`src/rtl/rb_demux_pkg.sv`:
```
// ==========================================================================
// Module   : rb_demux_pkg -- shared types for the replay buffer demux
// Revision : 1.0
// ==========================================================================
`default_nettype none

package rb_demux_pkg;

    typedef enum logic {
        RB_STRETCH = 1'b0,
        RB_PULSE   = 1'b1
    } rb_mode_e;

    typedef enum logic [1:0] {
        ST_IDLE = 2'd0,
        ST_RUN  = 2'd1,
        ST_WAIT = 2'd2
    } rb_state_e;

endpackage

`default_nettype wire

```
`src/rtl/rb_demux_lane.sv`:
```
// ==========================================================================
// Module   : rb_demux_lane -- ping-pong sample storage for one muxed wire
// Revision : 1.0
// ==========================================================================
`default_nettype none

module rb_demux_lane
    import rb_demux_pkg::*;
#(
    parameter int       N_NET = 2,
    parameter int       G     = 18,
    parameter rb_mode_e MODE  = RB_STRETCH
) (
    input  logic                   clk,
    input  logic                   wr_en_i,
    input  logic                   wr_bank_i,
    input  logic                   rd_bank_i,
    input  logic [$clog2(G)-1:0]   t_i,
    input  logic                   spike_i,
    output logic [N_NET-1:0]       rd_data_o
);

    localparam int c_S  = G / N_NET;
    localparam int c_TW = $clog2(G);
    localparam int c_KW = $clog2(N_NET);

    // Contents are never reset: the top's complete flags gate every read.
    logic [G-1:0]      mem_q [2][N_NET];
    logic [c_TW-1:0]   slot;
    logic [c_TW-1:0]   sub;
    logic [c_TW-1:0]   base;
    logic [c_KW-1:0]   net;

    always_comb begin
        slot = t_i / c_TW'(c_S);
        sub  = t_i % c_TW'(c_S);
        base = sub * c_TW'(N_NET);
        net  = c_KW'(slot);
    end

    // Sample at slot offset j expands to N_NET consecutive output entries.
    always_ff @(posedge clk) begin
        if (wr_en_i) begin
            for (int n = 0; n < N_NET; n++) begin
                mem_q[wr_bank_i][net][base + c_TW'(n)] <=
                    (MODE == RB_STRETCH || n == 0) ? spike_i : 1'b0;
            end
        end
    end

    for (genvar k = 0; k < N_NET; k++) begin : g_rd
        assign rd_data_o[k] = mem_q[rd_bank_i][k][t_i];
    end

endmodule

`default_nettype wire

```
`src/rtl/replay_buffer_demux_n.sv`:
```
// ==========================================================================
// Module   : replay_buffer_demux_n -- records one gamma cycle of muxed spikes
//            and replays it per network during the next gamma cycle
// Revision : 1.0
// ==========================================================================
`default_nettype none

module replay_buffer_demux_n
    import rb_demux_pkg::*;
#(
    parameter int       Q                  = 2,
    parameter int       N_NET              = 2,
    parameter int       GAMMA_CYCLE_LENGTH = 18,
    parameter rb_mode_e MODE               = RB_STRETCH
) (
    input  logic                        clk,
    input  logic                        rstb,
    input  logic                        gamma_start,
    input  logic [Q-1:0]                muxed_spikes,
    output logic [Q-1:0][N_NET-1:0]     demuxed_spikes,
    output logic                        out_valid,
    output logic                        early_err
);

    localparam int              c_G      = GAMMA_CYCLE_LENGTH;
    localparam int              c_TW     = $clog2(c_G);
    localparam logic [c_TW-1:0] c_T_LAST = c_TW'(c_G - 1);
    localparam logic [c_TW-1:0] c_T_ONE  = c_TW'(1);

    rb_state_e               state_q, state_d;
    logic [c_TW-1:0]         t_q, t_d, t_cur;
    logic                    done_q, done_d;
    logic                    sel_q, sel_d;
    logic [1:0]              cmpl_q, cmpl_d;
    logic [Q-1:0][N_NET-1:0] demux_q, demux_d, rd_data;
    logic                    valid_q, valid_d;
    logic                    err_q, err_d;
    logic                    active, wr_bank, rd_bank;

    // done_q marks that time G-1 has been consumed, so the saturated
    // counter cannot be mistaken for a fresh G-1 on the following cycle.
    always_comb begin
        t_cur   = gamma_start ? '0 : t_q;
        active  = gamma_start || (state_q == ST_RUN && !done_q);
        wr_bank = gamma_start ? ~sel_q : sel_q;
        rd_bank = ~wr_bank;
        sel_d   = wr_bank;

        state_d = state_q;
        if (gamma_start) begin
            state_d = ST_RUN;
        end else begin
            case (state_q)
                ST_RUN:  if (done_q) state_d = ST_WAIT;
                ST_IDLE: state_d = ST_IDLE;
                ST_WAIT: state_d = ST_WAIT;
                default: state_d = ST_IDLE;
            endcase
        end

        t_d = t_q;
        if (gamma_start) begin
            t_d = c_T_ONE;
        end else if (state_q == ST_RUN && t_q != c_T_LAST) begin
            t_d = t_q + c_T_ONE;
        end

        done_d = gamma_start ? 1'b0 : done_q;
        cmpl_d = cmpl_q;
        if (gamma_start) begin
            cmpl_d[wr_bank] = 1'b0;
        end
        if (active && t_cur == c_T_LAST) begin
            done_d          = 1'b1;
            cmpl_d[wr_bank] = 1'b1;
        end

        err_d   = gamma_start && state_q == ST_RUN && !done_q;
        valid_d = active && cmpl_q[rd_bank];
        demux_d = valid_d ? rd_data : '0;
    end

    always_ff @(posedge clk or negedge rstb) begin
        if (!rstb) begin
            state_q <= ST_IDLE;
            t_q     <= '0;
            done_q  <= 1'b0;
            sel_q   <= 1'b0;
            cmpl_q  <= '0;
            demux_q <= '0;
            valid_q <= 1'b0;
            err_q   <= 1'b0;
        end else begin
            state_q <= state_d;
            t_q     <= t_d;
            done_q  <= done_d;
            sel_q   <= sel_d;
            cmpl_q  <= cmpl_d;
            demux_q <= demux_d;
            valid_q <= valid_d;
            err_q   <= err_d;
        end
    end

    for (genvar i = 0; i < Q; i++) begin : g_lane
        rb_demux_lane #(
            .N_NET (N_NET),
            .G     (c_G),
            .MODE  (MODE)
        ) u_lane (
            .clk       (clk),
            .wr_en_i   (active),
            .wr_bank_i (wr_bank),
            .rd_bank_i (rd_bank),
            .t_i       (t_cur),
            .spike_i   (muxed_spikes[i]),
            .rd_data_o (rd_data[i])
        );
    end

    assign demuxed_spikes = demux_q;
    assign out_valid      = valid_q;
    assign early_err      = err_q;

endmodule

`default_nettype wire

```
`config.mk`:
```
export PLATFORM = sky130hd
export DESIGN_NAME = replay_buffer_demux_n
export DESIGN_NICKNAME = d
export VERILOG_FILES = /design/src/rtl/rb_demux_pkg.sv /design/src/rtl/rb_demux_lane.sv /design/src/rtl/replay_buffer_demux_n.sv
export SDC_FILE = /design/constraint.sdc
export NUM_CORES = 1
export LEC_CHECK = 0
export ABC_AREA = 0
export BUFFER_PORTS_ARGS = -buffer_cell sky130_fd_sc_hd__buf_2
export CAP_MARGIN = 20
export CORE_MARGIN = 1.5
export CORE_UTILIZATION = 56
export DETAILED_ROUTE_END_ITERATION = 8
export HOLD_SLACK_MARGIN = 0.03
export PLACE_DENSITY = 0.72
export SLEW_MARGIN = 30
export SYNTH_ARGS = -nofsm -noshare
export SYNTH_HDL_FRONTEND = slang
export SYNTH_SLANG_ARGS = --single-unit
```
`constraint.sdc`:
```
create_clock -name clk -period 2.74 [get_ports clk]
set_clock_uncertainty 0.05 [all_clocks]
set_input_delay 0.822 -clock clk [delete_from_list [all_inputs] [get_ports clk]]
set_output_delay 0.822 -clock clk [all_outputs]
set_load 0.01 [all_outputs]
```
== Word-level counts from Yosys, hierarchy flattened ==
Memory sizes are Yosys's and may differ from the RTL's.
Cells that the tools add are included.

* Bits in registers: 17
* RAM bits: 144
* Bits of input ports: 5
* Logic and storage cells: 229
* Memories kept: 2

{| class="wikitable"
|+ Memory list
! name !! depth !! bits a word !! rd ports !! clocked after memory_dff !! write ports !! RTL line !! RTL
|-
| g_lane[0].u_lane.mem_q || 2 || 36 || 1 || 0 || 1 || rb_demux_lane.sv:28 || <nowiki>logic [G-1:0] mem_q [2][N_NET];</nowiki>
|-
| g_lane[1].u_lane.mem_q || 2 || 36 || 1 || 0 || 1 || rb_demux_lane.sv:28 ||
|}

* Add/subtract/negate cells: 2
* Div/mod/pow operators: 2
* Order comparisons: 10
* Eq/ne operators: 5
* Multiplexer cells: 107
* Bitwise gates (word level): 78
* Reduce and logical (&&, ||, !) cells: 14

{| class="wikitable"
|+ Operators by type and width
! kind !! count
|-
| two-way mux 1 bit || 85
|-
| two-way mux 36 bit || 2
|-
| OR 1 bit || 72
|-
| demux 18 bit (select 1 bit) || 2
|-
| binary-select mux 1 bit (select 5 bit) || 4
|-
| less-than comparator 5 x 6 -> 1 bit (second input constant) || 3
|-
| two-way mux 18 bit || 1
|-
| two-way mux 17 bit || 1
|-
| two-way mux 5 bit || 3
|-
| adder 5 x 1 -> 5 bit (second input constant) || 2
|-
| greater-or-equal comparator 5 x 1 -> 1 bit (second input constant) || 2
|-
| logical AND 1 bit || 10
|-
| two-way mux 2 bit || 4
|-
| demux 1 bit (select 5 bit) || 1
|-
| divider 5 x 4 -> 5 bit (second input constant) || 1
|-
| == test 5 bit (second input constant) || 1
|-
| modulo 5 x 4 -> 5 bit (second input constant) || 1
|-
| != test 5 bit (second input constant) || 1
|-
| demux 1 bit (select 4 bit) || 1
|-
| less-than comparator 1 x 2 -> 1 bit (second input constant) || 2
|-
| two-way mux 4 bit || 1
|-
| one-hot mux 2 bit (2 select lines) || 1
|-
| nonzero test 2 bit || 2
|-
| != test 3 bit (second input constant) || 1
|-
| 13 further kinds || 14
|}

== Longest topological paths before layout ==
Gate-level depths: netlist (run 1).

* Depth in word-level cells: 11
* Depth in mapped cells: 9
* Mapped depth without buffers: 7

== Modules after synthesis ==
Synthesis (run 1) repeated with hierarchy kept, for this count alone.

* Cells, all modules: 484
* Area total of the unflattened synthesis: 5,303.8 µm²

{| class="wikitable"
|+ By module, submodules not included
! module !! times used !! cells an instance !! area an instance (µm²)
|-
| rb_demux_lane || 2 || 205 || 2,247.2
|-
| replay_buffer_demux_n || 1 || 74 || 809.5
|}

== Worst setup path before layout (run 1) ==
OpenSTA, ideal clock, no wires.

* Kind: input port to flip-flop
* Start point: input gamma_start
* End point: memory g_lane[0].u_lane.mem_q[1][20] (netlist bit) (enable)
* Library setup time: 329 ps
* Arrival: 2,784 ps
* Data required time: 2,361 ps
* Slack: -422 ps
* Cell stages on the path: 9
* Path buffers: 2
* Path through: buf_2 > buf_1 > nand2b_1 > ha_1 > o21bai_1 > a21oi_1 > a211oi_1 > or2_2 > nor3_1

* Word-level cells in the longest chain between the ends: 11
* Elaborated cells on any way between the ends: 28
* Classes of those cells: add/sub (1); div (2); order compare (6); mux (13); bitwise (2); reduce/logical (4)

{| class="wikitable"
|+ RTL lines
! item !! RTL line !! RTL
|-
| start: declaration || replay_buffer_demux_n.sv:18 || <nowiki>input logic gamma_start,</nowiki>
|-
| two-way mux 5 bit || replay_buffer_demux_n.sv:43 || <nowiki>t_cur = gamma_start ? '0 : t_q;</nowiki>
|-
| modulo 5 x 4 -> 5 bit || rb_demux_lane.sv:36 || <nowiki>sub = t_i % c_TW'(c_S);</nowiki>
|-
| adder 5 x 1 -> 5 bit || rb_demux_lane.sv:45 || <nowiki>mem_q[wr_bank_i][net][base + c_TW'(n)] <=</nowiki>
|-
| less-than comparator 5 x 6 -> 1 bit (not written as such) / greater-or-equal comparator 5 x 1 -> 1 bit (equally long branches) || rb_demux_lane.sv:45 ||
|-
| logical AND 1 bit (not written as such) || rb_demux_lane.sv:45 ||
|-
| two-way mux 1 bit || rb_demux_lane.sv:46 || <nowiki>(MODE == RB_STRETCH || n == 0) ? spike_i : 1'b0;</nowiki>
|-
| demux 1 bit (select 5 bit) || n/a ||
|-
| two-way mux 18 bit || rb_demux_lane.sv:46 ||
|-
| demux 18 bit (select 1 bit) || rb_demux_lane.sv:45 ||
|-
| two-way mux 36 bit || rb_demux_lane.sv:46 ||
|-
| OR 1 bit (no source line) || n/a ||
|-
| end: declaration || rb_demux_lane.sv:28 ||
|}

Several ways; a longest one is shown, not always the timed one.

== Worst setup path after layout (run 1) ==
* Start point: input gamma_start
* End point: memory g_lane[1].u_lane.mem_q[0][28] (netlist bit) (enable)

* Word-level cells in the longest chain between the ends: 11
* Elaborated cells on any way between the ends: 28
* Classes of those cells: add/sub (1); div (2); order compare (6); mux (13); bitwise (2); reduce/logical (4)

{| class="wikitable"
|+ RTL lines
! item !! RTL line
|-
| two-way mux 5 bit || replay_buffer_demux_n.sv:43
|-
| modulo 5 x 4 -> 5 bit || rb_demux_lane.sv:36
|-
| adder 5 x 1 -> 5 bit || rb_demux_lane.sv:45
|-
| less-than comparator 5 x 6 -> 1 bit (not written as such) / greater-or-equal comparator 5 x 1 -> 1 bit (equally long branches) || rb_demux_lane.sv:45
|-
| logical AND 1 bit (not written as such) || rb_demux_lane.sv:45
|-
| two-way mux 1 bit || rb_demux_lane.sv:46
|-
| demux 1 bit (select 5 bit) || n/a
|-
| two-way mux 18 bit || rb_demux_lane.sv:46
|-
| demux 18 bit (select 1 bit) || rb_demux_lane.sv:45
|-
| two-way mux 36 bit || rb_demux_lane.sv:46
|-
| OR 1 bit (no source line) || n/a
|-
| end: declaration || rb_demux_lane.sv:28
|}

Several ways; a longest one is shown, not always the timed one.

==> reports/summary.txt, run 1 <==
Final WL: 9470 um
# DRC: 0
Max-cap violations: 0
Post-synth cell types: 53
Post-layout util: 0.676
Worst-Margin Slew: 0.617 ns
Area Overhead vs Synth: 16.8%
Root Buffer: clkbuf_8
Worst skew pair latency: 0.36 ns
Detail Route Antenna Nets: 0
Biggest area consumer among synthesized cells: edfxtp_1
I/O Buffers: 10
Worst setup SP type: input pin
GRT Total Usage: 0.264
Vias in the first global route: 2,829
DP Area: 4700 um^2
Net Count, Synth: 328
Min cycle time layout: 2.57 ns
First-pass GRT wire length: 15,000 um
Power density over cell area: 731 nW/um^2
Worst-path fanout max: 6
Diodes inserted: 0
Final Non-Filler Cells: 463
Final Cycle Share: 0.938
Outcome: finished, final reports clean
Sequential-to-total area share from yosys stat: 0.617
Num ports: 11
Pre-CTS WS: -0.125 ns
Synth top area cells: edfxtp_1 (52%), dfrtp_1 (10%), mux2i_1 (5.0%)
Avg Cell Area, Syn: 13.2 um^2
Synth top area share: 0.515
Total number of vias: 2,823
H-Tree Depth: 3
CTS hold repair buffers: 0
Fin. max-slew vios: 0
Hold slack: 0.319 ns
Initial drt markers: 240
Cell Area, Synth: 4200 um^2
Post-cts resize count: 0
Final hold viol count: 0
Synthesized flop and latch total: 89
Cell row count: 31
Cts bufs inserted: 9
PnR worst setup slack: 0.170 ns
CTS tree: done
Routed length per instance: 20.4 um
Initial antenna violation count: 0
Placed insts: 447
Die X: 89.6 um
Final RePlAce weighted congestion: 0.951
Postcts setup bufs: 0
Worst Path Required: 2.78 ns
Die Ht: 89.6 um
Yosys warns: 0
Asr flop ratio synth: 0.191
Hold Crit Class: input pin to async pin
EDFF count, synth: 72
Routed vias/inst: 6.10
Fmax: 0.389 GHz
Setup TNS: 0 ns
Starting density of the core: 0.579
Main flop type after synthesis: edfxtp_1
Grt ovf: 0
Share of layout cells above drive strength 1: 0.288
Worst Path Arrival: 2.61 ns
Post-DP HPWL: 6920 um
# setup viols final: 0
Sinks on Clock Net: 89
Nets: 368
LEAKAGE: 1.74 nW
Slew margin rel.: 0.589
Die ar.: 8020 um^2
Clk buf depth: 2
Setup CP Type: input pin to flop
PnR Total Power: 3.58 mW
Largest net degree at the start of global routing: 37
Mapped Cells: 319
Finished Cell Area: 4900 um^2
Unrepaired setup endpoints after global routing: no
Worst-path clk slew: 0.10 ns
DR pass1 iterations: 4
Worst Setup End Kind: flop
Worst vdd ir: 0.000408 V
Core area: 7250 um^2
## layout make-up
class                   instances  area (um^2)
fillers                       534         2350
clock buffers                  10          128
multi-input cells             206         1650
inverters                       9         33.8
flip-flops and latches         89         2590
clock inverters                 6         75.1
repair buffers                 44          305
well taps                      99          124
## power by group
part | internal, mW | total (mW) | switching, mW
combinational | 0.436 | 1.04 | 0.606
clock | 0.435 | 0.918 | 0.483
sequential | 1.55 | 1.62 | 0.0766
total | 2.42 | 3.58 | 1.17
## routing by layer
| metal | vias up | routed length (um) | track usage |
|---|---|---|---|
| li1 | 1313 | - | - |
| met1 | 1405 | 4170 | 0.369 |
| met2 | 83 | 4520 | 0.419 |
| met3 | 22 | 550 | 0.0480 |
| met4 | 0 | 228 | 0.0951 |
| met5 | - | 0 | 0 |
## final timing paths
path | start | endpoint | slack, ns | cells past startpoint
setup / recovery | gamma_start | g_lane[1].u_lane.mem_q[0][28] | 0.17 | 8
hold / removal | rstb | demuxed_spikes[2] | 0.32 | 1
setup reg to reg | t_q[2] | g_lane[1].u_lane.mem_q[0][28] | 0.32 | 7
hold reg to reg | state_q[0] | state_q[0] | 0.46 | 1
max in group asynchronous | rstb | sel_q | 2.01 | 1
min in group clk | state_q[0] | state_q[0] | 0.46 | 1
## synth_stat cells, drive strengths merged (2+ instances only)
master / instances
nand4: 3
o311a: 2
and2: 3
a31oi: 5
ha: 4
clkbuf: 4
a21o: 2
o32ai: 3
or4: 2
nor2: 41
mux2i: 21
nand2: 7
mux4: 10
buf: 11
dfrtp: 17
o22ai: 4
edfxtp: 72
o32a: 2
o21ai: 8
or2: 3
a221oi: 3
nand3: 4
o21a: 2
a21oi: 13
inv: 9
nor3: 14
nor4: 3
nand2b: 11
nor2b: 8
xnor2: 3
a211oi: 10
## critical path, cell delays in order
cell and delay [ns]:
buf_2 0.12, nand2b_1 0.19, ha_4 0.20, buf_4 0.13
a31oi_1 0.24, nand2_1 0.20, a31oi_1 0.54, nor2_1 0.16
## state kept, by name, indices dropped and copies added, names as in the netlist
name and flops:
demuxed_spikes 4, sel_q 1, t_q 5, cmpl_q 2
g_lane.u_lane.mem_q 72, out_valid 1, done_q 1, state_q 2
early_err 1
## placed cells by master (no fill, tap or decap), types with 8 or more instances in the layout
cell and n:
clkbuf_8 9, mux2i_1 21, nor2_1 29, edfxtp_1 72, buf_2 10, nand2b_1 10, a21oi_1 12, inv_1 9
buf_4 34, a211oi_1 8, mux4_2 8, nor2_2 11, dfrtp_1 16
## logic make-up (layout without fill, tap and decap cells)
logic type                 after synthesis  after routing  synth area share
DFF                                     89             89             0.617
adders and majority gates                4              4            0.0119
AOI/OAI and AO/OA                       63             63             0.106
xor gates and xnor gates                 4              4           0.00835
and+or+nand+nor                        103            103             0.121
muxes                                   32             32             0.108
buffers and inverters                   24             69            0.0274
Note: power is estimated with default switching activity, not from simulation.
==> run 2: changes to the inputs <==
--- a/config.mk
+++ b/config.mk
@@ -9,10 +9,11 @@
 export BUFFER_PORTS_ARGS = -buffer_cell sky130_fd_sc_hd__buf_2
 export CAP_MARGIN = 20
 export CORE_MARGIN = 1.5
-export CORE_UTILIZATION = 56
+export CORE_UTILIZATION = 58
+export CTS_BUF_LIST = sky130_fd_sc_hd__clkbuf_4
 export DETAILED_ROUTE_END_ITERATION = 8
 export HOLD_SLACK_MARGIN = 0.03
-export PLACE_DENSITY = 0.72
+export PLACE_DENSITY = 0.74
 export SLEW_MARGIN = 30
 export SYNTH_ARGS = -nofsm -noshare
 export SYNTH_HDL_FRONTEND = slang
==> run 2 against run 1 <==
Against the previous run: sequential share of layout area increased by 0.98 points; sequential cell count is the same; register-to-register slack worse by 0.06 ns; largest cell class unchanged; combinational power hardly changed; critical path type is now flop to flop; non-clock buffer count down 1; final cell count down 0.86%.
==> reports/summary.txt, run 2 (synthesized netlist as in run 1, its figures left out) <==
Pre-CTS WS: -0.162 ns
Register bank with the most flops: g_lane.u_lane.mem_q
Slew margin rel.: 0.597
Die X: 88.1 um
P_sw: 1.11 mW
Worst skew pair latency: 0.43 ns
Fin. max-slew vios: 0
LEAKAGE: 1.70 nW
Cts bufs inserted: 9
Share of layout cells above drive strength 1: 0.289
Max stage delay on crit path: 0.50 ns
Starting density of the core: 0.608
Sw Ratio: 0.337
CTS tree: done
Max-cap violations: 0
Worst setup SP type: flop
Worst Setup End Kind: flop
DR pass1 iterations: 5
# DRC: 0
Clk buf depth: 2
Diodes inserted: 0
Detail Route Antenna Nets: 0
Reg2reg path depth: 6
Routed vias/inst: 6.13
Final Cycle Share: 0.906
Final RePlAce weighted congestion: 0.962
Worst-path fanout max: 7
Clock power share: 0.200
Worst path cell trace: buf_4 > or2_2 > a211oi_2 > o22ai_1 > nor4_1 > buf_4
Setup CP Type: flop to flop
Worst Path Required: 2.87 ns
Postcts setup bufs: 0
Vias in the first global route: 2,711
Die ar.: 7750 um^2
CTS hold repair buffers: 0
Grt ovf: 0
Power density over cell area: 685 nW/um^2
I/O Buffers: 10
P_int: 2.19 mW
Placed insts: 443
Logic pwr share: 0.307
Largest net degree at the start of global routing: 37
Die Ht: 88.1 um
Num ports: 11
Max reg flops: 72
Post-DP HPWL: 6550 um
Worst-path clk slew: 0.15 ns
Crit Reg-Reg Endpoint: g_lane[1].u_lane.mem_q[0][6]
Cell row count: 30
Nets: 367
Final Non-Filler Cells: 459
Most common cell after layout, fill and taps aside: edfxtp_1
Worst path bufs/invs: 2
Initial antenna violation count: 0
First-pass GRT wire length: 14,300 um
Worst vdd ir: 0.000379 V
Worst path slowest cell: dfrtp_1
Post-cts resize count: 0
Fmax: 0.403 GHz
Routed length per instance: 19.4 um
Worst Path Arrival: 2.61 ns
GRT Total Usage: 0.258
Unrepaired setup endpoints after global routing: no
Area Overhead vs Synth: 14.7%
Initial drt markers: 258
Outcome: finished, final reports clean
PnR worst setup slack: 0.257 ns
Worst-Margin Slew: 0.604 ns
H-Tree Depth: 3
Min cycle time layout: 2.48 ns
Share of power burned in registers: 0.493
Sinks on Clock Net: 89
Total number of vias: 2,812
FF-to-FF setup slack: 0.26 ns
Crit path top cell by count: buf_4
FF-to-FF Start: t_q[2]
Final WL: 8930 um
Core area: 6910 um^2
Final hold viol count: 0
Most frequent cells in the layout: edfxtp_1 (72), buf_4 (33), nor2_1 (29)
# setup viols final: 0
Hold Crit Class: input pin to async pin
Top delay family on crit path: simple AND/OR/NAND/NOR gates
Root Buffer: clkbuf_4
[run 2: worst max-delay path by stage]
stage	from	end	cells after the start	slack, ns
global route	t_q[2]	g_lane[0].u_lane.mem_q[1][8]	6	0.12
floorplan	gamma_start	g_lane[0].u_lane.mem_q[1][8]	9	-0.08
finish	t_q[2]	g_lane[1].u_lane.mem_q[0][6]	6	0.26
CTS	t_q[2]	g_lane[1].u_lane.mem_q[1][8]	6	0.26
global placement	gamma_start	g_lane[1].u_lane.mem_q[0][6]	8	-0.10
detailed placement	gamma_start	g_lane[0].u_lane.mem_q[1][8]	8	-0.16
[run 2: area by class of cell]
| class | instances | area (um^2) |
|---|---|---|
| clock buffers | 10 | 75.1 |
| inverters | 9 | 33.8 |
| repair buffers | 43 | 298 |
| clock inverters | 6 | 50.0 |
| well taps | 96 | 120 |
| flip-flops and latches | 89 | 2590 |
| fillers | 543 | 2090 |
| multi-input cells | 206 | 1650 |
[run 2: power groups by stage]
| stage | sequential, mW | clock, mW | combinational, mW |
|---|---|---|---|
| after detailed placement | 1.66 | 0 | 1.00 |
| after global routing | 1.64 | 0.720 | 1.10 |
| after CTS | 1.63 | 0.669 | 1.00 |
| final | 1.63 | 0.659 | 1.01 |
| after global placement | 1.65 | 0 | 0.988 |
| after floorplan | 1.63 | 0 | 0.688 |
[run 2: per-stage QoR]
step	hold slack, ns	power [mW]	area, um^2	TNS (ns)	util
6_report	0.235	3.30	4810	0	0.697
5_1_grt	0.246	3.46	4810	0	0.697
3_5_place_dp	0.435	2.66	4690	-2.94	0.679
4_1_cts	0.236	3.30	4810	0	0.697
2_1_floorplan	0.406	2.32	4370	-0.190	-
3_3_place_gp	0.421	2.64	4690	-1.37	0.679
[run 2: routing by layer]
| layer | track usage | up-vias | routed length, um |
|---|---|---|---|
| met1 | 0.355 | 1386 | 4000 |
| met5 | 0 | - | 0 |
| met3 | 0.0547 | 17 | 496 |
| li1 | - | 1311 | - |
| met4 | 0.0739 | 0 | 142 |
| met2 | 0.418 | 98 | 4280 |
